$ cat config.mk
export PLATFORM = sky130hd
export DESIGN_NAME = pixel_stream_reader
export DESIGN_NICKNAME = d
export VERILOG_FILES = /design/src/rtl/pixel_stream_pkg.sv /design/src/rtl/pixel_stream_reader.sv
export SDC_FILE = /design/constraint.sdc
export NUM_CORES = 1
export LEC_CHECK = 0
export ABC_AREA = 1
export BUFFER_PORTS_ARGS = -buffer_cell sky130_fd_sc_hd__buf_2
export CAP_MARGIN = 20
export CORE_UTILIZATION = 48
export CTS_BUF_LIST = sky130_fd_sc_hd__clkbuf_8
export DETAILED_ROUTE_END_ITERATION = 7
export MAX_ROUTING_LAYER = met4
export PLACE_DENSITY = 0.78
export RECOVER_POWER = 50
export SYNTH_ARGS = -nofsm -noshare
export SYNTH_HDL_FRONTEND = slang
export SYNTH_SLANG_ARGS = --single-unit
export TNS_END_PERCENT = 30
$ cat constraint.sdc
create_clock -name clk -period 1.3 [get_ports clk]
set_input_delay 0.26 -clock clk [delete_from_list [all_inputs] [get_ports clk]]
set_output_delay 0.26 -clock clk [all_outputs]
set_load 0.03 [all_outputs]
$ cat src/rtl/pixel_stream_pkg.sv
// Shared definitions for the pixel stream reader: FSM encoding and the
// default geometry constants (16-bit pixels, 4 pixels per vector,
// 784-pixel frames).
package pixel_stream_pkg;

    localparam int unsigned DEF_DATA_WIDTH  = 16;
    localparam int unsigned DEF_BEATS       = 4;
    localparam int unsigned DEF_FRAME_WORDS = 784;

    typedef enum logic [1:0] {
        IDLE = 2'd0,
        FILL = 2'd1,
        HOLD = 2'd2
    } state_t;

endpackage

$ cat src/rtl/pixel_stream_reader.sv
// Pixel stream reader: pops BEATS words from an upstream synchronous FIFO,
// packs them (first word in the low lane) into one vector and presents it
// on a valid/ready port, flagging the last vector of each frame.
// Optional build macro PIXEL_READER_STALL_CNT_EN adds a saturating count of
// cycles spent waiting on an empty FIFO; without it stall_cycles is tied 0.
module pixel_stream_reader
    import pixel_stream_pkg::*;
#(
    parameter int unsigned DATA_WIDTH  = DEF_DATA_WIDTH,
    parameter int unsigned BEATS       = DEF_BEATS,
    parameter int unsigned FRAME_WORDS = DEF_FRAME_WORDS
) (
    input  logic                        clk,
    input  logic                        rst_n,
    input  logic                        enable,
    output logic                        fifo_rd_en,
    input  logic [DATA_WIDTH-1:0]       fifo_rd_data,
    input  logic                        fifo_rd_valid,
    input  logic                        fifo_empty,
    output logic [BEATS*DATA_WIDTH-1:0] out_data,
    output logic                        out_valid,
    input  logic                        out_ready,
    output logic                        out_last,
    output logic [15:0]                 stall_cycles
);

    localparam int unsigned VECS = FRAME_WORDS / BEATS;
    localparam int unsigned CW   = $clog2(BEATS + 1);
    localparam int unsigned FW   = (VECS > 1) ? $clog2(VECS) : 1;

    localparam logic [CW-1:0] BEATS_C    = CW'(BEATS);
    localparam logic [CW-1:0] BEATS_M1_C = CW'(BEATS - 1);
    localparam logic [FW-1:0] LAST_VEC_C = FW'(VECS - 1);

    state_t                      r_state;
    state_t                      w_state_nxt;
    logic [CW-1:0]               r_issued;
    logic [CW-1:0]               r_captured;
    logic [FW-1:0]               r_frame_cnt;
    logic [BEATS*DATA_WIDTH-1:0] r_out_data;
    logic                        r_out_valid;
    logic                        w_rd_en;
    logic                        w_capture;
    logic                        w_last_beat;
    logic                        w_handshake;

    // Pops only while filling; the issued limit keeps the read side from
    // running ahead of the vector being assembled.
    assign w_rd_en     = (r_state == FILL) && enable && !fifo_empty && (r_issued < BEATS_C);
    // Stray read data outside FILL or beyond the lane count is dropped.
    assign w_capture   = fifo_rd_valid && (r_state == FILL) && (r_captured < BEATS_C);
    assign w_last_beat = w_capture && (r_captured == BEATS_M1_C);
    assign w_handshake = r_out_valid && out_ready;

    assign fifo_rd_en = w_rd_en;
    assign out_data   = r_out_data;
    assign out_valid  = r_out_valid;
    assign out_last   = r_out_valid && (r_frame_cnt == LAST_VEC_C);

    // State register.
    always_ff @(posedge clk or negedge rst_n) begin
        if (!rst_n) begin
            r_state <= IDLE;
        end else begin
            r_state <= w_state_nxt;
        end
    end

    // Next-state logic: fill a vector, hold it until accepted, then refill or idle.
    always_comb begin
        w_state_nxt = r_state;
        case (r_state)
            IDLE: if (enable) w_state_nxt = FILL;
            FILL: if (w_last_beat) w_state_nxt = HOLD;
            HOLD: if (w_handshake) w_state_nxt = enable ? FILL : IDLE;
            default: w_state_nxt = IDLE;
        endcase
    end

    // Datapath: pop/capture counters, lane packing, output valid and frame position.
    always_ff @(posedge clk or negedge rst_n) begin
        if (!rst_n) begin
            r_issued    <= '0;
            r_captured  <= '0;
            r_frame_cnt <= '0;
            r_out_data  <= '0;
            r_out_valid <= 1'b0;
        end else begin
            if (w_rd_en) begin
                r_issued <= r_issued + 1'b1;
            end
            if (w_capture) begin
                r_captured <= r_captured + 1'b1;
            end
            for (int unsigned i = 0; i < BEATS; i++) begin
                if (w_capture && (r_captured == CW'(i))) begin
                    r_out_data[i*DATA_WIDTH +: DATA_WIDTH] <= fifo_rd_data;
                end
            end
            if (w_last_beat) begin
                r_out_valid <= 1'b1;
            end
            if (w_handshake) begin
                r_out_valid <= 1'b0;
                r_issued    <= '0;
                r_captured  <= '0;
                r_frame_cnt <= (r_frame_cnt == LAST_VEC_C) ? '0 : r_frame_cnt + 1'b1;
            end
        end
    end

`ifdef PIXEL_READER_STALL_CNT_EN
    logic [15:0] r_stall_cycles;

    // Saturating count of cycles where a pop was wanted but the FIFO was empty.
    always_ff @(posedge clk or negedge rst_n) begin
        if (!rst_n) begin
            r_stall_cycles <= '0;
        end else if ((r_state == FILL) && enable && fifo_empty && (r_issued < BEATS_C)
                     && (r_stall_cycles != 16'hFFFF)) begin
            r_stall_cycles <= r_stall_cycles + 16'd1;
        end
    end

    assign stall_cycles = r_stall_cycles;
`else
    assign stall_cycles = '0;
`endif

endmodule

==> results of run 1 <==
[final timing paths]
kind	from	endpoint	slack (ns)	cells after the start
max reg2reg	r_state[1]	out_data[8]	-0.31	10
min	out_ready	r_frame_cnt[2]	0.08	2
max	r_frame_cnt[0]	out_last	-0.36	6
min reg2reg	out_data[2]	out_data[2]	0.49	2
min in group asynchronous	rst_n	out_data[37]	0.32	2
max in group asynchronous	rst_n	out_data[62]	0.15	3
[cells in the final DEF, fill, tap and decap left out, types with 6 or more instances in the layout]
cell type and count:
buf_2 84, dfrtp_1 81, o21ai_2 50, nand2_1 34
nand2_2 33, inv_1 30, nand2_4 27, buf_4 19
conb_1 16, o21ai_1 14, nor2_1 13, buf_12 11
nand3_1 9, clkbuf_8 9, buf_6 7, buf_16 6
[synth_stat cells, drive strengths merged]
cell type / n / area [um2]
nand2: 99 / 411.6
dfrtp: 81 / 2027
o21ai: 66 / 484.2
inv: 32 / 120.1
buf: 30 / 261.5
nor2: 17 / 87.58
nand3: 9 / 45.04
ha: 7 / 87.58
a21oi: 4 / 31.28
xor2: 3 / 26.28
nand4: 2 / 12.51
nor3: 2 / 10.01
a21o: 1 / 7.510
conb: 1 / 3.750
o211ai: 1 / 7.510
o31ai: 1 / 7.510
[cell type report]
| cell class | instances | area share |
|---|---|---|
| multi-input cells | 228 | 0.3204 |
| clock inverters | 7 | 0.01022 |
| clock buffers | 9 | 0.02353 |
| inverters | 32 | 0.02282 |
| repair buffers | 135 | 0.2144 |
| well taps | 99 | 0.02353 |
| flip-flops and latches | 81 | 0.3851 |
[power by group through the flow]
stage          registers [uW]  logic [uW]  clock network [uW]
4_1_cts                  4300        5530                1700
6_report                 4490        5860                1700
2_1_floorplan            5920        1750                   0
3_5_place_dp             4210        5020                   0
5_1_grt                  4590        6320                1800
3_3_place_gp             4170        4860                   0
[stage by stage]
step / cells / instance area, um2 / total power (uW) / TNS (ns) / hold WS, ns
global route: 591 / 5264 / 12710 / -20.71 / 0.07970
finish: 591 / 5264 / 12060 / -14.75 / 0.07574
CTS: 589 / 5059 / 11520 / -15.24 / 0.07229
floorplan: 371 / 3706 / 7668 / -0.01088 / -0.03559
global placement: 554 / 4294 / 9030 / -0.0007535 / 0.09677
detailed placement: 554 / 4294 / 9235 / -1.689 / 0.09479
[kinds of logic after synthesis]
group / count (synthesis) / synth area share
simple gates: 129 / 0.1561
buf+inv: 62 / 0.1051
flops: 81 / 0.5582
compound gates: 73 / 0.1482
other cells: 1 / 0.001033
fa+ha+maj: 7 / 0.02412
xor+xnor: 3 / 0.007238
[metal layers]
layer  share of wire  global-route usage  vias to the layer above  routed length (um)
met4           0.018             0.09812                        0                 173
met3           0.044             0.04155                       21                 422
met2            0.53              0.4070                      102                5073
met5               0                   -                        -                   0
met1            0.41              0.2851                     1450                3968
li1                -                   -                     1380                   -
[worst register-to-register path: cells and delay by family, from the launching register on]
| kind | cells | cell delay (ns) |
|---|---|---|
| buffers and inverters | 4 | 0.55 |
| AND/OR/NAND/NOR | 5 | 0.47 |
| flip-flops | 1 | 0.42 |
| AO/OA/AOI/OAI | 1 | 0.07 |
[state kept, by name (all words and copies together) (netlist names)]
name and cells:
out_data 64, out_valid 1, r_captured 3, r_frame_cnt 8
r_issued 3, r_state 2
[repair_timing]
action                                 4_1_cts  5_1_grt
cloned                                       7        3
hold buffers                                 1        0
setup endpoints to repair                   65       78
pin swaps                                    4        4
gates resized for setup                     77       56
endpoints found under the hold margin       81        0
setup buffers                               11        1
==> flow_metrics.env, run 1 <==
export IMPL_port_buffers=88
export IMPL_rows=31
export IMPL_detail_route_antenna_nets=0
export IMPL_rsz0062_at_grt="true"
export IMPL_drt_iter0_drc=73
export IMPL_failed_checks="negative setup slack"
export IMPL_internal_power_uw=6442
export IMPL_h_tree_depth=3
export IMPL_drc_errors=0
export IMPL_root_buffer="clkbuf_8"
export IMPL_powerDensity_nw_per_um2=2290
export IMPL_setup_viol=74
export IMPL_ios=105
export IMPL_post_dp_hpwl_mm=5.338
export IMPL_postSynthCellCount=356
export IMPL_path_buf_inv=1
export IMPL_switching_share=0.4656
export IMPL_wl_per_cell_um=16.31
export IMPL_layout_drive_gt1_share=0.5610
export IMPL_grt_start_max_net_pins=33
export IMPL_die_w_um=88.98
export IMPL_cp_max_fo=2
export IMPL_die_area_um2=7917
export IMPL_vias=2953
export IMPL_grt_pass1_wl_mm=13.50
export IMPL_fillers=526
export IMPL_area_growth_pct=44.97
export IMPL_crit_path_max_incr_delay_ns=0.37
export IMPL_clockBufferDepth=2
export IMPL_vias_per_cell=4.997
export IMPL_startpoint_type="register"
export IMPL_cp_cell_sequence="ha_2, nand2_2, nor2_4, nand2_2, nor2_4, buf_6"
export IMPL_outcome="finished with violations"
export IMPL_fin_skew_ns=0.01643
export IMPL_final_seq_area_um2=2027
export IMPL_cts_tree="yes"
export IMPL_final_nets=516
export IMPL_pwr_share_clk=0.141
export IMPL_slew_viol_final=0
export IMPL_grt_usage=0.2400
export IMPL_timing_fmax_ghz=0.6031
export IMPL_grt_pass1_vias=2793
export IMPL_drt_total_wl_mm=9.638
export IMPL_design_core_area_um2=7292
export IMPL_dr_pass1_iters=4
export IMPL_initial_core_util=0.4979
export IMPL_cp_arrival_ns=1.40
export IMPL_pre_cts_ws_ns=-0.05497
export IMPL_p_seq_frac=0.373
export IMPL_gp_congestion=0.8015
export IMPL_synth_cell_types=26
export IMPL_path_class="register to output port"
export IMPL_clock_latency_ns=0.37
export IMPL_yosys_register_bits=81
export IMPL_combPwrFrac=0.486
export IMPL_antennaDiodeCount=0
export IMPL_finalWorstSetupSlack_ns=-0.3580
export IMPL_final_core_util=0.7219
export IMPL_synth_area_um2=3631
export IMPL_chipHeight_um=88.98
export IMPL_ir_drop_uv=946.2
export IMPL_cap_violations=0
export IMPL_yosysWarnings=0
export IMPL_required_ns=1.04
export IMPL_avgSynthCellArea_um2=10.20
export IMPL_critPathSlowestCell="dfrtp_1"
export IMPL_cp_top_family="flip-flops"
export IMPL_endpoint_kind="output port"
export IMPL_p_leak_uw=0.002678
export IMPL_antenna_found_initial=0
export IMPL_cts_sinks=81
export IMPL_final_hold_viol_count=0
export IMPL_finalCritPeriodShare=1.275
export IMPL_p_sw_uw=5613
export IMPL_grt_overflow_total=0
export IMPL_multi_input_area_um2=1687
export IMPL_hp_class="input port to register"
export IMPL_synth_seq_area_share=0.5582
export IMPL_post_route_min_period_ns=1.658
export IMPL_cts_made_buffers=9
export IMPL_path_clk_slew_ns=0.08
No activity file was read; power rests on OpenSTA's default activity.
==> run 2, diff against run 1 <==
--- a/constraint.sdc
+++ b/constraint.sdc
@@ -3,2 +3,2 @@
 set_output_delay 0.26 -clock clk [all_outputs]
-set_load 0.03 [all_outputs]
+set_load 0.01 [all_outputs]
==> run 2 against run 1 <==
Effect of this change: the run still ends with negative setup slack left; global-route usage grew 1.1 points; flip-flop and latch count is the same; combinational power shrank 25%; highest routed layer unchanged.
==> flow_metrics.env, run 2 (same netlist as run 1, synthesis figures left out) <==
export IMPL_cp_arrival_ns=1.40
export IMPL_multi_input_area_um2=1607
export IMPL_drc_errors=0
export IMPL_p_leak_uw=0.002764
export IMPL_postLayoutCellArea_um2=5314
export IMPL_vias=2947
export IMPL_h_tree_depth=3
export IMPL_timing_fmax_ghz=0.6039
export IMPL_port_buffers=88
export IMPL_fin_cells=596
export IMPL_antennaDiodeCount=0
export IMPL_ios=105
export IMPL_place_inst=550
export IMPL_worst_pin_slew_ns=0.5733
export IMPL_detail_route_antenna_nets=0
export IMPL_finalWorstSetupSlack_ns=-0.3559
export IMPL_required_ns=1.04
export IMPL_rows=31
export IMPL_reg2regPathDepth=10
export IMPL_gp_congestion=0.8453
export IMPL_post_route_min_period_ns=1.656
export IMPL_wl_per_cell_um=15.91
export IMPL_final_nets=521
export IMPL_drt_iter0_drc=157
export IMPL_area_growth_pct=46.35
export IMPL_powerDensity_nw_per_um2=2125
export IMPL_outcome="finished with violations"
export IMPL_cts_sinks=81
export IMPL_fillers=487
export IMPL_final_seq_area_um2=2027
export IMPL_post_dp_hpwl_mm=5.485
export IMPL_failed_checks="negative setup slack"
export IMPL_cts_made_buffers=9
export IMPL_startpoint_type="register"
export IMPL_final_hold_viol_count=0
export IMPL_switching_share=0.3622
export IMPL_grt_start_max_net_pins=34
export IMPL_maxSlewHeadroom=0.6178
export IMPL_design_core_area_um2=7292
export IMPL_cts_tree="yes"
export IMPL_fin_skew_ns=0.008291
export IMPL_finalCritPeriodShare=1.274
export IMPL_cp_max_fo=2
export IMPL_p_sw_uw=4090
export IMPL_path_class="register to output port"
export IMPL_clockBufferDepth=2
export IMPL_mostFrequentLayoutCells="87 x buf_2, 81 x dfrtp_1, 50 x o21ai_2, 39 x nand2_1, 35 x nand2_2"
export IMPL_final_core_util=0.7287
export IMPL_die_area_um2=7917
export IMPL_endpoint_kind="output port"
export IMPL_hp_class="input port to register"
export IMPL_drt_total_wl_mm=9.482
export IMPL_layout_drive_gt1_share=0.5533
export IMPL_grt_overflow_total=0
export IMPL_pwr_share_clk=0.219
export IMPL_grt_pass1_wl_mm=14.08
export IMPL_internal_power_uw=7203
export IMPL_die_w_um=88.98
export IMPL_antenna_found_initial=0
export IMPL_clock_latency_ns=0.35
export IMPL_setup_viol=71
export IMPL_fin_hold_ws_ns=0.08521
export IMPL_cap_violations=0
export IMPL_grt_usage=0.2507
export IMPL_root_buffer="clkbuf_8"
export IMPL_min_path_cells=2
export IMPL_slew_viol_final=0
export IMPL_chipHeight_um=88.98
export IMPL_dr_pass1_iters=6
export IMPL_ir_drop_uv=1004
export IMPL_combPwrFrac=0.388
export IMPL_vias_per_cell=4.945
export IMPL_grt_pass1_vias=2808
export IMPL_p_seq_frac=0.393
export IMPL_timing_setup_tns_ns=-14.53
export IMPL_layout_commonest_cell="buf_2"
export IMPL_largest_reg_flops=64
export IMPL_path_clk_slew_ns=0.08
export IMPL_rsz0062_at_grt="true"
export IMPL_dpl_cell_area_um2=4245
export IMPL_initial_core_util=0.4979
[run 2: per-layer routing]
| layer | vias up | part of all wire | global-route usage |
|---|---|---|---|
| li1 | 1392 | - | - |
| met1 | 1451 | 0.41 | 0.2961 |
| met2 | 86 | 0.53 | 0.4315 |
| met3 | 18 | 0.044 | 0.05540 |
| met4 | 0 | 0.017 | 0.07504 |
| met5 | - | 0 | - |
[run 2: final cells by class]
cell class / instances / area share
flip-flops and latches: 81 / 0.3814
well taps: 99 / 0.02331
multi-input cells: 228 / 0.3023
clock buffers: 10 / 0.02590
clock inverters: 6 / 0.02590
inverters: 32 / 0.02260
repair buffers: 140 / 0.2185
[run 2: repair_timing]
action | in CTS | in global routing
setup buffers | 17 | 4
pin swaps | 7 | 5
setup endpoints to repair | 69 | 77
cloned | 8 | 1
gates resized for setup | 73 | 39
hold buffers | 1 | 0
hold endpoints to repair | 21 | 0
[run 2: per-stage QoR]
stage / setup WS [ns] / total power [uW]
after floorplan: 0.02337 / 6294
after global placement: 0.006133 / 7601
after detailed placement: -0.06921 / 7791
after CTS: -0.3705 / 10890
after global routing: -0.4944 / 11990
final: -0.3559 / 11290
[run 2: path summary, 6_finish.rpt]
kind / start / endpoint / slack [ns]
setup / recovery: r_frame_cnt[0] / out_last / -0.36
max in group asynchronous: rst_n / out_data[11] / 0.16
min in group asynchronous: rst_n / out_data[21] / 0.45
setup reg to reg: r_state[1] / r_state[0] / -0.28
hold reg to reg: out_data[41] / out_data[41] / 0.48
hold / removal: out_ready / r_frame_cnt[2] / 0.09
[run 2: power by group through the flow]
stage          combinational (uW)  sequential, uW  clock (uW)
6_report                     4380            4440        2470
2_1_floorplan                1690            4600           0
3_3_place_gp                 3410            4190           0
5_1_grt                      4820            4550        2620
3_5_place_dp                 3570            4220           0
4_1_cts                      4100            4290        2500
[run 2: worst max-delay path, cell delays in order (launching register included)]
cell and delay [ns]:
dfrtp_1 0.36, ha_2 0.19, nand2_1 0.05, nor2_1 0.11, nand2_1 0.08, nor2_2 0.11
buf_2 0.14
